File: src/rtl/gate_bist_pkg.sv
// Shared constants, FSM state type and LFSR/MISR step functions for the gate BIST controller.
package gate_bist_pkg;

   localparam int unsigned PAT_W = 12;  // stimulus width (N1..N12)
   localparam int unsigned RSP_W = 10;  // response width (N98..N112)
   localparam int unsigned CNT_W = 17;  // one bit wider than pat_count so 65535 cannot wrap
   localparam int unsigned SET_W = 4;   // settle counter, covers SETTLE_CYC up to 15

   // x^12 + x^6 + x^4 + x + 1: feedback from bits 11, 5, 3, 0
   localparam logic [PAT_W-1:0] LFSR_TAPS = 12'h829;
   // x^10 + x^3 + 1: m[9] folds back into bits 0 and 3
   localparam logic [RSP_W-1:0] MISR_TAPS = 10'h009;

   localparam logic [PAT_W-1:0] DEFAULT_SEED = 12'hACE;

   typedef enum logic [1:0] {
      StIdle,
      StApply,
      StCapture,
      StDone
   } bist_state_e;

   // One shift of the stimulus LFSR; feedback enters at bit 0.
   function automatic logic [PAT_W-1:0] lfsr_next(input logic [PAT_W-1:0] p);
      return {p[PAT_W-2:0], ^(p & LFSR_TAPS)};
   endfunction

   // One MISR compression step of response d into signature m.
   function automatic logic [RSP_W-1:0] misr_next(input logic [RSP_W-1:0] m,
                                                  input logic [RSP_W-1:0] d);
      logic [RSP_W-1:0] fb;
      fb = m[RSP_W-1] ? MISR_TAPS : '0;
      return {m[RSP_W-2:0], 1'b0} ^ fb ^ d;
   endfunction

endpackage

File: src/rtl/gate_bist_misr.sv
// Multiple-input signature register compressing the gate model response.
module gate_bist_misr
   import gate_bist_pkg::*;
(
   input  logic             clk,
   input  logic             rst_n,
   input  logic             clear,
   input  logic             enable,
   input  logic [RSP_W-1:0] d,
   output logic [RSP_W-1:0] sig
);

   logic [RSP_W-1:0] sig_q, sig_d;

   // Next signature: clear wins over a compression step.
   always_comb begin
      sig_d = sig_q;
      if (clear) begin
         sig_d = '0;
      end else if (enable) begin
         sig_d = misr_next(sig_q, d);
      end
   end

   // Signature register.
   always_ff @(posedge clk or negedge rst_n) begin
      if (!rst_n) begin
         sig_q <= '0;
      end else begin
         sig_q <= sig_d;
      end
   end

   assign sig = sig_q;

endmodule

File: src/rtl/gate_bist_ctrl.sv
// BIST controller: drives LFSR patterns into a 12-input gate model, holds each for
// SETTLE_CYC cycles, compresses the response into a MISR and compares the final signature.
module gate_bist_ctrl
   import gate_bist_pkg::*;
#(
   parameter int unsigned      SETTLE_CYC = 1,
   parameter logic [PAT_W-1:0] SEED       = DEFAULT_SEED
) (
   input  logic             clk,
   input  logic             rst_n,
   input  logic             start,
   input  logic [15:0]      pat_count,
   input  logic [RSP_W-1:0] exp_sig,
   output logic [PAT_W-1:0] dut_in,
   input  logic [RSP_W-1:0] dut_out,
   output logic             busy,
   output logic             done,
   output logic             pass,
   output logic [RSP_W-1:0] signature
);

   localparam logic [SET_W-1:0] SETTLE_LAST = SET_W'(SETTLE_CYC - 1);

   bist_state_e      state_q, state_d;
   logic [PAT_W-1:0] pat_q, pat_d;
   logic [CNT_W-1:0] cnt_q, cnt_d;
   logic [SET_W-1:0] settle_q, settle_d;
   logic [15:0]      npat_q, npat_d;
   logic [RSP_W-1:0] exp_q, exp_d;
   logic [CNT_W-1:0] cnt_inc;
   logic             misr_clear;
   logic             misr_en;

   assign cnt_inc = cnt_q + CNT_W'(1);

   // Next-state and datapath control.
   always_comb begin
      state_d    = state_q;
      pat_d      = pat_q;
      cnt_d      = cnt_q;
      settle_d   = settle_q;
      npat_d     = npat_q;
      exp_d      = exp_q;
      misr_clear = 1'b0;
      misr_en    = 1'b0;
      case (state_q)
         StIdle, StDone: begin
            if (start) begin
               pat_d      = SEED;
               cnt_d      = '0;
               settle_d   = '0;
               npat_d     = pat_count;
               exp_d      = exp_sig;
               misr_clear = 1'b1;
               state_d    = (pat_count == 16'd0) ? StDone : StApply;
            end
         end
         StApply: begin
            if (settle_q == SETTLE_LAST) begin
               settle_d = '0;
               state_d  = StCapture;
            end else begin
               settle_d = settle_q + SET_W'(1);
            end
         end
         StCapture: begin
            misr_en = 1'b1;
            pat_d   = lfsr_next(pat_q);
            cnt_d   = cnt_inc;
            // 17-bit compare: a count of 65535 terminates without wrapping.
            state_d = (cnt_inc == {1'b0, npat_q}) ? StDone : StApply;
         end
         default: begin
            state_d = StIdle;
         end
      endcase
   end

   // Controller state, stimulus LFSR and latched run parameters.
   always_ff @(posedge clk or negedge rst_n) begin
      if (!rst_n) begin
         state_q  <= StIdle;
         pat_q    <= SEED;
         cnt_q    <= '0;
         settle_q <= '0;
         npat_q   <= '0;
         exp_q    <= '0;
      end else begin
         state_q  <= state_d;
         pat_q    <= pat_d;
         cnt_q    <= cnt_d;
         settle_q <= settle_d;
         npat_q   <= npat_d;
         exp_q    <= exp_d;
      end
   end

   gate_bist_misr u_misr (
      .clk    (clk),
      .rst_n  (rst_n),
      .clear  (misr_clear),
      .enable (misr_en),
      .d      (dut_out),
      .sig    (signature)
   );

   // Status outputs decoded from the registered state.
   always_comb begin
      busy = (state_q == StApply) || (state_q == StCapture);
      done = (state_q == StDone);
      pass = done && (signature == exp_q);
   end

   assign dut_in = pat_q;

endmodule

File: config.mk
export PLATFORM = sky130hd
export DESIGN_NAME = gate_bist_ctrl
export DESIGN_NICKNAME = d
export VERILOG_FILES = /design/src/rtl/gate_bist_pkg.sv /design/src/rtl/gate_bist_misr.sv /design/src/rtl/gate_bist_ctrl.sv
export SDC_FILE = /design/constraint.sdc
export NUM_CORES = 1
export LEC_CHECK = 0
export ABC_AREA = 1
export CAP_MARGIN = 40
export CORE_MARGIN = 1.5
export CORE_UTILIZATION = 57
export DETAILED_ROUTE_END_ITERATION = 10
export DONT_BUFFER_PORTS = 1
export MAX_ROUTING_LAYER = met4
export PLACE_DENSITY = 0.72
export RECOVER_POWER = 25
export SLEW_MARGIN = 20
export SYNTH_ARGS = -nofsm -noshare
export SYNTH_HDL_FRONTEND = slang
export SYNTH_SLANG_ARGS = --single-unit
export TNS_END_PERCENT = 1
File: constraint.sdc
create_clock -name clk -period 1.5 [get_ports clk]
set_input_delay 0.375 -clock clk [delete_from_list [all_inputs] [get_ports clk]]
set_output_delay 0.375 -clock clk [all_outputs]
set_load 0.02 [all_outputs]
==> reports/results.tsv <==
stage	metric	value	unit
status	outcome	finished with violations	
status	violated checks	hold timing, setup timing	
layout	antenna diode count	0	
route	number of nets with antenna violations after detailed routing	0	
power	static leakage	0.00232	uW
placed_design	Buffers on Ports	0	
route	number of vias in the routed layout	3455	
die	area of the die	7120	sq um
die	Vert. Die Dim	84.4	microns
global_routing	via count of the first global-routing pass	3576	
power	power share of the sequential group	35.3	%
timing	relative slew slack	75.9	%
route	DRC	0	
clocking	CTS max path bufs	2	
clocking	clock insertion delay at the later pin of the skew report	0.35	ns
synth	Net Count, Synth	521	
clocking	cts bufs inserted	9	
timing	count of final hold-check violations	71	
synth	average footprint of a synthesized cell	7.95	sq um
timing	transition time of the tightest slew-check pin	0.358	ns
worst_hold_path	classification of the worst-slack hold path	primary input to async pin	
global_routing	first-pass GRT wire length	16.4	mm
clocking	root cell of the clock tree	sky130_fd_sc_hd__clkbuf_8	
die	Floorplan Core Area	6390	sq um
clocking	clock tree from TritonCTS	yes	
die	starting density of the core	59.1	%
layout	fillcell total	462	
synth	number of flops mapped to enable cells by yosys	0	
clocking	number of H-tree levels	3	
synth	top-area cell type share of the netlist area	42.4	%
clocking	clk slew on worst S/H paths	0.08	ns
timing	worst clock skew on the final layout	0.0139	ns
worst_setup_path	CP Class	flip-flop to output pin	
power	Net Switching	3740	uW
timing	maximum clock frequency	483	MHz
synth	synthesis-stage register bit count	71	
route	1st-iter DRT viols	297	
job	number of maximum-capacitance constraint violations	0	
placed_design	placed wire-length estimate	7.04	mm
synth	library cells used by synthesis	30	
die	overall die width	84.4	microns
layout	Final Instance Area	4840	sq um
power	power per cell area	1880	nW/um^2
power	worst voltage drop across the vdd grid	1460	uV
timing	final sum of negative setup slack	-4.22	ns
timing	Fin Hold WS	-0.292	ns
route	final WL	9.76	mm
synth	Mapped Cells	475	
power	fraction of power spent switching nets	41.0	%
synth	prevailing post-synth register cell	sky130_fd_sc_hd__dfrtp_1	
power	internal power consumption	5370	uW
synth	sequential-to-total area share from yosys stat	47.3	%
worst_setup_path	sort of element at the end of the critical path	output pin	
die	count of standard-cell rows	29	
synth	main area contributors after synthesis	sky130_fd_sc_hd__dfrtp_1, sky130_fd_sc_hd__nand2_1, sky130_fd_sc_hd__inv_1	
worst_setup_path	Critical Path RT	1.12	ns
layout	combined area of the multi-input logic cells	1910	sq um
global_routing	largest net degree at the start of global routing	72	
die	count of boundary I/O pins	64	
layout	net total in the final layout	594	
global_routing	antenna violations before repair	0	
placed_design	cell area reported after detailed placement	4420	sq um
synth	Synthesis Warnings	0	
layout	share of cells above drive strength 1	27.8	%
timing	total setup violations reported at the end of the flow	39	
global_routing	gr ovfl total	0	
placed_design	final weighted congestion of routability-driven global placement	0.911	
timing	setup repair after global routing missed its margin	true	
timing	shortest clock period the worst path allows after layout	2.07	ns
timing	final worst slack	-0.572	ns
timing	share of the cycle needed by the critical path after routing	138	%
synth	mapped cell area	3770	sq um
route	Routed WL per cell	15.5	microns
worst_setup_path	type of origin of the critical path	flip-flop	
clocking	total number of clock tree sinks	71	
power	Comb pwr share	45.5	%
layout	sequential cell area in the final layout	1790	sq um
route	Pre-antenna DRT Iters	4	
timing	Max Slew Vio Count	0	
synth	most area-hungry cell type in the Yosys netlist	sky130_fd_sc_hd__dfrtp_1	
worst_setup_path	endpoint arrival time on the critical path	1.70	ns
power	clock power share	19.2	%
placed_design	Post-Place Worst Slack	-0.356	ns
layout	Area Overhead vs Synth	28.3	%
synth	FFs w/ async S/R, synth	100	%
worst_setup_path	crit path max fanout	3	
route	vias per cell	5.48	
global_routing	all-layer global routing usage	30.3	%
-- registers in the layout, indices dropped and copies added (netlist names) --
signal / flops
state_q: 2
cnt_q: 17
u_misr.sig: 10
settle_q: 4
npat_q: 16
exp_q: 10
dut_in: 12
-- routing by layer --
layer  wire (microns)  global-route usage [%]  part of all wire (%)
met1             4060                    37.2                    42
met2             4740                    48.9                    49
met3              696                    8.75                   7.1
met4              263                    9.68                   2.7
met5                0                       -                     0
-- metrics by stage --
step	utilization, %	hold WS [ns]	power, uW	std cells
3_3_place_gp	69.1	0.0815	6740	610
4_1_cts	75.0	-0.307	8950	629
2_1_floorplan	-	0.0794	5500	475
3_5_place_dp	69.1	0.0815	6860	610
6_report	75.8	-0.292	9110	630
5_1_grt	75.8	-0.318	9710	630
-- cells in the mapped netlist, drive strengths merged, types with 8 or more instances --
cell and n:
o22ai 22, clkbuf 8, xnor2 13, inv 55
nand4 11, nand2 156, nor2 31, nand3 32
xor2 8, nand3b 9, dfrtp 64, o21ai 28
-- critical path, cell delays in order (launching register included) --
cell	delay, ns
sky130_fd_sc_hd__dfrtp_1	0.41
sky130_fd_sc_hd__nand2_1	0.10
sky130_fd_sc_hd__o21ai_2	0.05
sky130_fd_sc_hd__nor4_1	0.26
sky130_fd_sc_hd__nand4_1	0.18
sky130_fd_sc_hd__nor4_4	0.16
sky130_fd_sc_hd__buf_4	0.18
-- final cells by class --
| class | instances | area share (%) |
|---|---|---|
| clock buffer | 11 | 2.92 |
| multi-input combinational | 337 | 39.5 |
| timing repair buffer | 71 | 12.3 |
| sequential | 71 | 37.0 |
| tap | 77 | 1.99 |
| clock inverter | 5 | 1.68 |
| inverter | 58 | 4.62 |
-- repair_timing --
item / CTS / global route
pin swaps: 5 / 10
gates resized for setup: 31 / 17
setup endpoints to repair: 72 / 71
buffers inserted: 3 / 1
endpoints found under the hold margin: 71 / 71
-- power groups by stage --
stage | Clock, uW | Combinational, uW | Sequential (uW)
final | 1750 | 4140 | 3220
after global routing | 1860 | 4570 | 3290
after global placement | 0 | 3510 | 3230
after detailed placement | 0 | 3600 | 3260
after floorplan | 0 | 2250 | 3250
after CTS | 1770 | 3980 | 3210
-- cells in the final DEF, fill, tap and decap left out, types with 2 or more instances in the layout --
cell and instances:
sky130_fd_sc_hd__inv_2 6, sky130_fd_sc_hd__nor4_1 3, sky130_fd_sc_hd__nand3_1 31, sky130_fd_sc_hd__nor2_2 8
sky130_fd_sc_hd__a21oi_2 2, sky130_fd_sc_hd__xor2_1 8, sky130_fd_sc_hd__buf_6 10, sky130_fd_sc_hd__a22oi_2 6
sky130_fd_sc_hd__clkinv_2 2, sky130_fd_sc_hd__buf_12 2, sky130_fd_sc_hd__bufinv_16 2, sky130_fd_sc_hd__buf_4 59
sky130_fd_sc_hd__xnor2_1 13, sky130_fd_sc_hd__ha_4 2, sky130_fd_sc_hd__dfrtp_2 6, sky130_fd_sc_hd__nor3_1 2
sky130_fd_sc_hd__nand2_2 9, sky130_fd_sc_hd__nor2_1 19, sky130_fd_sc_hd__dfstp_2 7, sky130_fd_sc_hd__inv_4 2
sky130_fd_sc_hd__a21oi_1 4, sky130_fd_sc_hd__dfrtp_1 58, sky130_fd_sc_hd__ha_1 5, sky130_fd_sc_hd__o21ai_1 8
sky130_fd_sc_hd__nand2_4 2, sky130_fd_sc_hd__nand4_1 11, sky130_fd_sc_hd__nand3b_1 9, sky130_fd_sc_hd__nand2_1 145
sky130_fd_sc_hd__o21ai_0 19, sky130_fd_sc_hd__inv_1 48, sky130_fd_sc_hd__o22ai_2 10, sky130_fd_sc_hd__o22ai_1 12
sky130_fd_sc_hd__clkbuf_8 10, sky130_fd_sc_hd__nor2_4 4
-- kinds of logic (layout without fill, tap and decap cells) --
logic type	count (synthesis)	count (layout)	synth area share (%)
AND/OR/NAND/NOR	245	245	28.9
adder cells (fa/ha/maj)	7	7	2.32
flip-flops	71	71	47.3
XOR/XNOR	21	21	4.87
buffers and inverters	67	145	6.70
AO/OA/AOI/OAI	64	64	9.91
-- final timing paths --
kind	cells after the start	slack, ns	startpoint	end
worst max-delay path	6	-0.57	exp_q[1]$_DFFE_PN0P_	pass
worst min-delay path	0	-0.29	rst_n	cnt_q[6]$_DFFE_PN0P_
worst max register to register	14	-0.40	state_q[0]$_DFFE_PN0P_	state_q[1]$_DFFE_PN0P_
worst min register to register	2	0.51	npat_q[1]$_DFFE_PN0P_	npat_q[1]$_DFFE_PN0P_
max in group asynchronous	0	1.59	rst_n	dut_in[2]$_DFFE_PN1P_
min in group clk	2	0.13	exp_sig[4]	exp_q[4]$_DFFE_PN0P_
Power figures use the tool's default switching activity.
